**src/rtl/icache_pkg.sv**
```systemverilog
// Shared types and constants for the instruction cache and its memory bus.
// Latency: none (declarations only).
// Backpressure: n/a.
package icache_pkg;

    localparam int XLEN            = 32;
    localparam int ICACHE_LINES    = 32;
    localparam int ICACHE_IDX_BITS = $clog2(ICACHE_LINES);

    // Command encoding on the instruction memory bus.
    typedef enum logic [1:0] {
        BUS_NONE  = 2'h0,
        BUS_LOAD  = 2'h1,
        BUS_STORE = 2'h2
    } BUS_COMMAND;

    // Miss-handling controller states.
    typedef enum logic [1:0] {
        IDLE = 2'h0,
        REQ  = 2'h1,
        WAIT = 2'h2
    } icache_state_t;

endpackage

```
**src/rtl/icache_if.sv**
```systemverilog
// Fetch-side and memory-side signal bundle of the instruction cache.
// Latency: none (wiring only).
// Backpressure: memory acceptance signalled by a nonzero response tag.
interface icache_if;
    import icache_pkg::*;

    logic [XLEN-1:0] proc2Icache_addr;
    logic [63:0]     Icache2proc_data;
    logic            Icache2proc_valid;
    BUS_COMMAND      proc2Imem_command;
    logic [XLEN-1:0] proc2Imem_addr;
    logic [3:0]      Imem2proc_response;
    logic [63:0]     Imem2proc_data;
    logic [3:0]      Imem2proc_tag;

    // Cache side.
    modport slave (
        input  proc2Icache_addr,
        output Icache2proc_data,
        output Icache2proc_valid,
        output proc2Imem_command,
        output proc2Imem_addr,
        input  Imem2proc_response,
        input  Imem2proc_data,
        input  Imem2proc_tag
    );

    // Fetch stage plus instruction memory side.
    modport master (
        output proc2Icache_addr,
        input  Icache2proc_data,
        input  Icache2proc_valid,
        input  proc2Imem_command,
        input  proc2Imem_addr,
        output Imem2proc_response,
        output Imem2proc_data,
        output Imem2proc_tag
    );

endinterface

```
**src/rtl/icache_mem.sv**
```systemverilog
// Direct-mapped tag/valid/data storage: one combinational read port, one write port.
// Latency: read 0 cycles, write visible the cycle after the write edge.
// Backpressure: none; a write is accepted every cycle it is enabled.
module icache_mem #(
    parameter int NUM_LINES = 32,
    parameter int IDX_BITS  = 5,
    parameter int TAG_BITS  = 24
) (
    input  logic                clk,
    input  logic                reset,
    input  logic [IDX_BITS-1:0] rd_idx,
    output logic                rd_valid,
    output logic [TAG_BITS-1:0] rd_tag,
    output logic [63:0]         rd_data,
    input  logic                wr_en,
    input  logic [IDX_BITS-1:0] wr_idx,
    input  logic [TAG_BITS-1:0] wr_tag,
    input  logic [63:0]         wr_data
);

    logic [NUM_LINES-1:0] valid;
    logic [TAG_BITS-1:0]  tags [NUM_LINES];
    logic [63:0]          data [NUM_LINES];

    // Valid bits: cleared by reset, set by a fill.
    always_ff @(posedge clk) begin
        if (reset) begin
            valid <= '0;
        end else if (wr_en) begin
            valid[wr_idx] <= 1'b1;
        end
    end

    // Tag and data arrays are not reset; valid alone qualifies them.
    always_ff @(posedge clk) begin
        if (wr_en) begin
            tags[wr_idx] <= wr_tag;
            data[wr_idx] <= wr_data;
        end
    end

    assign rd_valid = valid[rd_idx];
    assign rd_tag   = tags[rd_idx];
    assign rd_data  = data[rd_idx];

endmodule

```
**src/rtl/icache.sv**
```systemverilog
// Direct-mapped instruction cache with a single outstanding miss to memory.
// Latency: hit 0 cycles; miss = 1 cycle to request + memory latency + 1 cycle.
// Backpressure: request retried every cycle while memory answers response 0.
module icache
    import icache_pkg::*;
#(
    parameter int NUM_LINES   = ICACHE_LINES,
    parameter int BLOCK_BYTES = 8
) (
    input  logic      clock,
    input  logic      reset,
    icache_if.slave   bus
);

    localparam int OFF_BITS = $clog2(BLOCK_BYTES);
    localparam int IDX_BITS = $clog2(NUM_LINES);
    localparam int TAG_BITS = XLEN - IDX_BITS - OFF_BITS;

    icache_state_t   state, state_next;
    logic [XLEN-1:0] miss_addr, miss_addr_next;
    logic [3:0]      pend_tag, pend_tag_next;
    BUS_COMMAND      cmd;
    logic [XLEN-1:0] mem_addr;
    logic            fill;

    logic [IDX_BITS-1:0] addr_idx;
    logic [TAG_BITS-1:0] addr_tag;
    logic [XLEN-1:0]     addr_blk;
    logic                rd_valid;
    logic [TAG_BITS-1:0] rd_tag;
    logic [63:0]         rd_data;
    logic                hit;
    logic                unused_off;

    assign addr_idx   = bus.proc2Icache_addr[IDX_BITS+OFF_BITS-1:OFF_BITS];
    assign addr_tag   = bus.proc2Icache_addr[XLEN-1:IDX_BITS+OFF_BITS];
    assign addr_blk   = {bus.proc2Icache_addr[XLEN-1:OFF_BITS], {OFF_BITS{1'b0}}};
    assign unused_off = ^bus.proc2Icache_addr[OFF_BITS-1:0];

    icache_mem #(
        .NUM_LINES (NUM_LINES),
        .IDX_BITS  (IDX_BITS),
        .TAG_BITS  (TAG_BITS)
    ) u_mem (
        .clk      (clock),
        .reset    (reset),
        .rd_idx   (addr_idx),
        .rd_valid (rd_valid),
        .rd_tag   (rd_tag),
        .rd_data  (rd_data),
        .wr_en    (fill && !reset),
        .wr_idx   (miss_addr[IDX_BITS+OFF_BITS-1:OFF_BITS]),
        .wr_tag   (miss_addr[XLEN-1:IDX_BITS+OFF_BITS]),
        .wr_data  (bus.Imem2proc_data)
    );

    assign hit = rd_valid && (rd_tag == addr_tag);

    // Outputs are forced quiet while reset is held, whatever the state registers hold.
    assign bus.Icache2proc_valid = !reset && hit;
    assign bus.Icache2proc_data  = (!reset && hit) ? rd_data : 64'h0;
    assign bus.proc2Imem_command = reset ? BUS_NONE : cmd;
    assign bus.proc2Imem_addr    = reset ? '0 : mem_addr;

    // Miss controller: next state, latched addresses and bus request.
    always_comb begin
        state_next     = state;
        miss_addr_next = miss_addr;
        pend_tag_next  = pend_tag;
        cmd            = BUS_NONE;
        mem_addr       = '0;
        fill           = 1'b0;
        case (state)
            IDLE: begin
                if (!hit) begin
                    miss_addr_next = addr_blk;
                    state_next     = REQ;
                end
            end
            REQ: begin
                cmd      = BUS_LOAD;
                mem_addr = miss_addr;
                if (bus.Imem2proc_response != 4'h0) begin
                    pend_tag_next = bus.Imem2proc_response;
                    state_next    = WAIT;
                end else if (addr_blk != miss_addr) begin
                    // Fetch moved elsewhere before memory accepted: drop it.
                    state_next = IDLE;
                end
            end
            WAIT: begin
                // Accepted fills always land, even if fetch has redirected.
                if (pend_tag != 4'h0 && bus.Imem2proc_tag == pend_tag) begin
                    fill          = 1'b1;
                    pend_tag_next = 4'h0;
                    state_next    = IDLE;
                end
            end
            default: state_next = IDLE;
        endcase
    end

    // Controller registers; reset forgets any outstanding transaction.
    always_ff @(posedge clock) begin
        if (reset) begin
            state     <= IDLE;
            miss_addr <= '0;
            pend_tag  <= 4'h0;
        end else begin
            state     <= state_next;
            miss_addr <= miss_addr_next;
            pend_tag  <= pend_tag_next;
        end
    end

endmodule

```
**src/flat_wrapper.sv**
```systemverilog
// flat-port wrapper written by rule: the top's interface ports become plain ports
module icache_flat import icache_pkg::*;
#(
    parameter int NUM_LINES   = ICACHE_LINES,
    parameter int BLOCK_BYTES = 8
)
  (clock, reset, bus_proc2Icache_addr, bus_Icache2proc_data, bus_Icache2proc_valid, bus_proc2Imem_command, bus_proc2Imem_addr, bus_Imem2proc_response, bus_Imem2proc_data, bus_Imem2proc_tag);
  icache_if bus_i ();
  input  logic clock;
  input  logic reset;
  input wire logic [$bits(bus_i.proc2Icache_addr)-1:0] bus_proc2Icache_addr;
  output wire logic [$bits(bus_i.Icache2proc_data)-1:0] bus_Icache2proc_data;
  output wire logic [$bits(bus_i.Icache2proc_valid)-1:0] bus_Icache2proc_valid;
  output wire logic [$bits(bus_i.proc2Imem_command)-1:0] bus_proc2Imem_command;
  output wire logic [$bits(bus_i.proc2Imem_addr)-1:0] bus_proc2Imem_addr;
  input wire logic [$bits(bus_i.Imem2proc_response)-1:0] bus_Imem2proc_response;
  input wire logic [$bits(bus_i.Imem2proc_data)-1:0] bus_Imem2proc_data;
  input wire logic [$bits(bus_i.Imem2proc_tag)-1:0] bus_Imem2proc_tag;
  assign bus_i.proc2Icache_addr = bus_proc2Icache_addr;
  assign bus_Icache2proc_data = bus_i.Icache2proc_data;
  assign bus_Icache2proc_valid = bus_i.Icache2proc_valid;
  assign bus_proc2Imem_command = bus_i.proc2Imem_command;
  assign bus_proc2Imem_addr = bus_i.proc2Imem_addr;
  assign bus_i.Imem2proc_response = bus_Imem2proc_response;
  assign bus_i.Imem2proc_data = bus_Imem2proc_data;
  assign bus_i.Imem2proc_tag = bus_Imem2proc_tag;
  icache #(.NUM_LINES(NUM_LINES), .BLOCK_BYTES(BLOCK_BYTES)) u_core (.clock(clock), .reset(reset), .bus(bus_i));
endmodule
```
**config.mk**
```make
export PLATFORM = sky130hd
export DESIGN_NAME = icache_flat
export DESIGN_NICKNAME = d
export VERILOG_FILES = /design/src/rtl/icache_pkg.sv /design/src/rtl/icache_if.sv /design/src/rtl/icache_mem.sv /design/src/rtl/icache.sv /design/src/flat_wrapper.sv
export SDC_FILE = /design/constraint.sdc
export NUM_CORES = 2
export LEC_CHECK = 0
export CAP_MARGIN = 20
export CORE_ASPECT_RATIO = 1.25
export CORE_UTILIZATION = 42
export CTS_CLUSTER_SIZE = 12
export DETAILED_ROUTE_END_ITERATION = 12
export GPL_TIMING_DRIVEN = 0
export PLACE_DENSITY = 0.63
export SLEW_MARGIN = 20
export SYNTH_ARGS = -nofsm -noshare
export SYNTH_HDL_FRONTEND = slang
export SYNTH_SLANG_ARGS = --single-unit
export TNS_END_PERCENT = 5
```
**constraint.sdc**
```tcl
create_clock -name clock -period 19.7 [get_ports clock]
set_input_delay 5.91 -clock clock [delete_from_list [all_inputs] [get_ports clock]]
set_output_delay 5.91 -clock clock [all_outputs]
set_load 0.02 [all_outputs]
```
==> impl_metrics.tcl <==
set metrics [dict create \
    fin_ws_ns -0.0773 \
    rrSetupSlack_ns 15.11 \
    portBuffers 189 \
    dieArea_um2 267000 \
    setup_viol 6 \
    fin_crit_ns 19.78 \
    end_kind "output pin" \
    synthArstFlopShare 0 \
    synthCells 4916 \
    start_kind "primary input" \
    hold_end "u_core.u_mem.valid[18]$_SDFFE_PP0P_" \
    ys_seq_area_frac 0.772 \
    finalCritPeriodShare 1.00 \
    seqPwrFrac 0.540 \
    synth_common_cells "2816 x edfxtp_1, 780 x mux4_2, 186 x mux2i_1" \
    synthFlopType "edfxtp_1" \
    rr_endpoint "u_core.u_mem.data[31][11]$_DFFE_PP_" \
    root_buffer "clkbuf_16" \
    grt_pass1_wl_um 440000 \
    synth_area_per_cell_um2 22.6 \
    max_cap_viol_count 0 \
    first_pass_iters 11 \
    nets 5748 \
    power_switching_mw 2.75 \
    dieHeight_um 578 \
    ant_nets 0 \
    outcome "complete, but fails checks" \
    viasPerCell 6.00 \
    cts_buffers 302 \
    crit_top_cell "nand4_1" \
    drt-total-wl_um 317000 \
    grt_max_degree 36 \
    synth-seq-cells 2883 \
    die_width_um 462 \
    tns_ns -0.279 \
    cts_sinks 2883 \
    holdBufCountCts 0 \
    io_pins 205 \
    initial_core_util 0.424 \
    post_cts_resized 0 \
    cts_buffer_depth 4 \
    hold_path_class "reg -> reg" \
    p_int_mw 9.99 \
    slowest_stage "clkbuf_1" \
    p_leak_nw 41.5 \
    worst_pin_slew_ns 1.23 \
    synth_top_area_cell "edfxtp_1" \
    total_power_mw 12.7 \
    critPathKind "in -> out" \
    insertion_delay_ns 0.90 \
    htree_levels 5 \
    post_cts_buffers 0 \
    synth_area_um2 111000 \
    crit_chain "clkdlybuf4s50_1 -> buf_1 -> clkbuf_1 -> clkbuf_1 -> nor2_1 -> a31oi_1 -> nand4_1 -> xnor2_1 -> nand4_1 -> a2111oi_0 -> nand4_1 -> or2_1 -> buf_6 -> buf_6 -> a21oi_2 -> clkdlybuf4s50_1" \
    antenna_found_initial 30 \
    synthTopCellsByArea "edfxtp_1 76%, mux4_2 16%, mux2i_1 1.7%" \
    yosysMostFrequentCell "edfxtp_1" \
    slew-limit-headroom 0.179 \
    drcViolationCount 0 \
    ff2ff_path_depth 11 \
    gp_congestion 0.878 \
    ir_drop_mv 0.0740 \
    rsz0062_at_grt "false" \
    cellPowerDensity_nw_per_um2 96.5 \
    slew_viol_final 0 \
    worstHoldPathCells 2 \
    synth_top_area_frac 0.760 \
    dr.first_iter.drc_count 7337 \
    grtUsageTotal 0.235 \
    combPwrFrac 0.051 \
    yosysWarnings 0 \
    r2r_start "u_core.pend_tag[0]$_SDFFE_PP0P_" \
    core_um2 263000 \
    min_from "u_core.u_mem.valid[18]$_SDFFE_PP0P_" \
    cp_top_family "buffers and inverters" \
    grt_overflow_total 0 \
    crit_buf_inv 7 \
    synth_edf_count 2816 \
    clkTransAtPathRegs_ns 0.06 \
    cts_tree "built" \
    area_growth_pct 18.6 \
    cp_max_fo 10 \
    timing_hold_violations_final 0 \
    drive_gt1_frac 0.282 \
    worst_ep_arrival_time_ns 13.87 \
    switching_share 0.216 \
    finClkSkew_ns 0.0633 \
    vias 55905 \
    synth.distinct_cells 58 \
    worstPathRequired_ns 13.79 \
    violations "negative setup slack" \
    drt-wirelength-per-cell_um 34.1 \
    first_global_vias 56962 \
    fmax_mhz 50.6 \
    slowest_delay_ns 0.97 \
    std_cell_rows 210 \
    clockPowerShare 0.410 \
    dp_hpwl_um 213000 \
    place_ws_ns 0.436 \
]
==> logic make-up (layout without fill, tap and decap cells) <==
group | Yosys count | count (layout) | share of synthesized area
other | 1 | 13 | 0.0000337
and+or+nand+nor | 486 | 486 | 0.0208
buffers and inverters | 287 | 1179 | 0.0121
adders and majority gates | 3 | 3 | 0.000337
AOI/OAI and AO/OA | 210 | 210 | 0.0137
xor gates and xnor gates | 65 | 65 | 0.00512
muxes | 981 | 981 | 0.176
DFF | 2883 | 2883 | 0.772
==> state kept, by name, summed over array words and instances, names as in the netlist <==
register,cells
u_core.miss_addr,29
u_core.u_mem.valid,32
u_core.u_mem.tags,768
u_core.state,2
u_core.u_mem.data,2048
u_core.pend_tag,4
==> power by group through the flow <==
stage | Clock, mW | Combinational (mW) | Sequential (mW)
finish | 5.22 | 0.647 | 6.87
floorplan | 0 | 0.369 | 6.96
detailed placement | 0 | 0.645 | 7.00
CTS | 5.28 | 0.648 | 6.87
global placement | 0 | 0.621 | 6.99
global route | 5.51 | 0.677 | 6.87
==> per-layer routing <==
metal / up-vias / track usage / wire, um
li1: 22111 / - / -
met1: 29959 / 0.298 / 116000
met2: 3118 / 0.399 / 159000
met3: 707 / 0.0425 / 27000
met4: 10 / 0.0998 / 15000
met5: - / 0 / 62
==> worst max path at each step <==
stage	startpoint	to	slack (ns)	cells after the start
5_1_grt	bus_proc2Icache_addr[7]	bus_Icache2proc_data[42]	0.17	16
2_1_floorplan	bus_proc2Icache_addr[5]	bus_Icache2proc_data[10]	4.66	14
4_1_cts	bus_proc2Icache_addr[7]	bus_Icache2proc_data[42]	0.43	16
6_report	bus_proc2Icache_addr[7]	bus_Icache2proc_data[39]	-0.08	16
3_3_place_gp	bus_proc2Icache_addr[4]	bus_Icache2proc_data[54]	-0.01	13
3_5_place_dp	bus_proc2Icache_addr[7]	bus_Icache2proc_data[42]	0.44	16
==> layout by cell type, fill, tap and decap left out, types with 32 or more instances in the layout <==
master | synthesis | layout
a21oi_1 | 47 | 47
a21oi_2 | 49 | 49
a22oi_1 | 37 | 37
and2_1 | 35 | 35
buf_12 | 0 | 91
buf_16 | 0 | 131
buf_2 | 90 | 100
clkbuf_1 | 134 | 195
clkbuf_16 | 0 | 308
clkdlybuf4s50_1 | 0 | 182
clkinv_1 | 0 | 40
dfxtp_1 | 67 | 43
edfxtp_1 | 2816 | 2816
mux2i_1 | 186 | 186
mux4_2 | 780 | 780
nand2_1 | 166 | 166
nand2b_1 | 69 | 69
nand3_1 | 32 | 32
nor2_1 | 114 | 81
nor2_4 | 0 | 32
xnor2_1 | 42 | 42
==> worst reg2reg max path: stages (launching register included) <==
cell and delay, ns:
dfxtp_1 0.33, xor2_1 0.16, nor3_1 0.19, nand3_1 0.17, nor3b_1 0.75, nand3_1 0.79, nor2_4 0.85, buf_12 0.29
buf_16 0.19, buf_16 0.20, buf_16 0.18, buf_16 0.18
==> per-stage QoR <==
step	instances	hold WS (ns)	instance area, um^2	util
final	9318	0.469	132000	0.503
after detailed placement	8831	0.455	123000	0.469
after global routing	9314	0.502	132000	0.502
after floorplan	4919	0.435	111000	-
after global placement	8606	0.445	118000	0.447
after CTS	9307	0.468	132000	0.502
==> cell type report <==
cell class,count,area (um^2)
multi-input cells,1749,24300
well taps,3498,4380
plain buffers,270,1320
diodes,9,22.5
clock buffers,400,8100
fillers,20561,131000
clock inverters,76,573
repair buffers,416,7360
inverters,17,63.8
flip-flops and latches,2883,85900
Note: power is estimated with default switching activity, not from simulation.
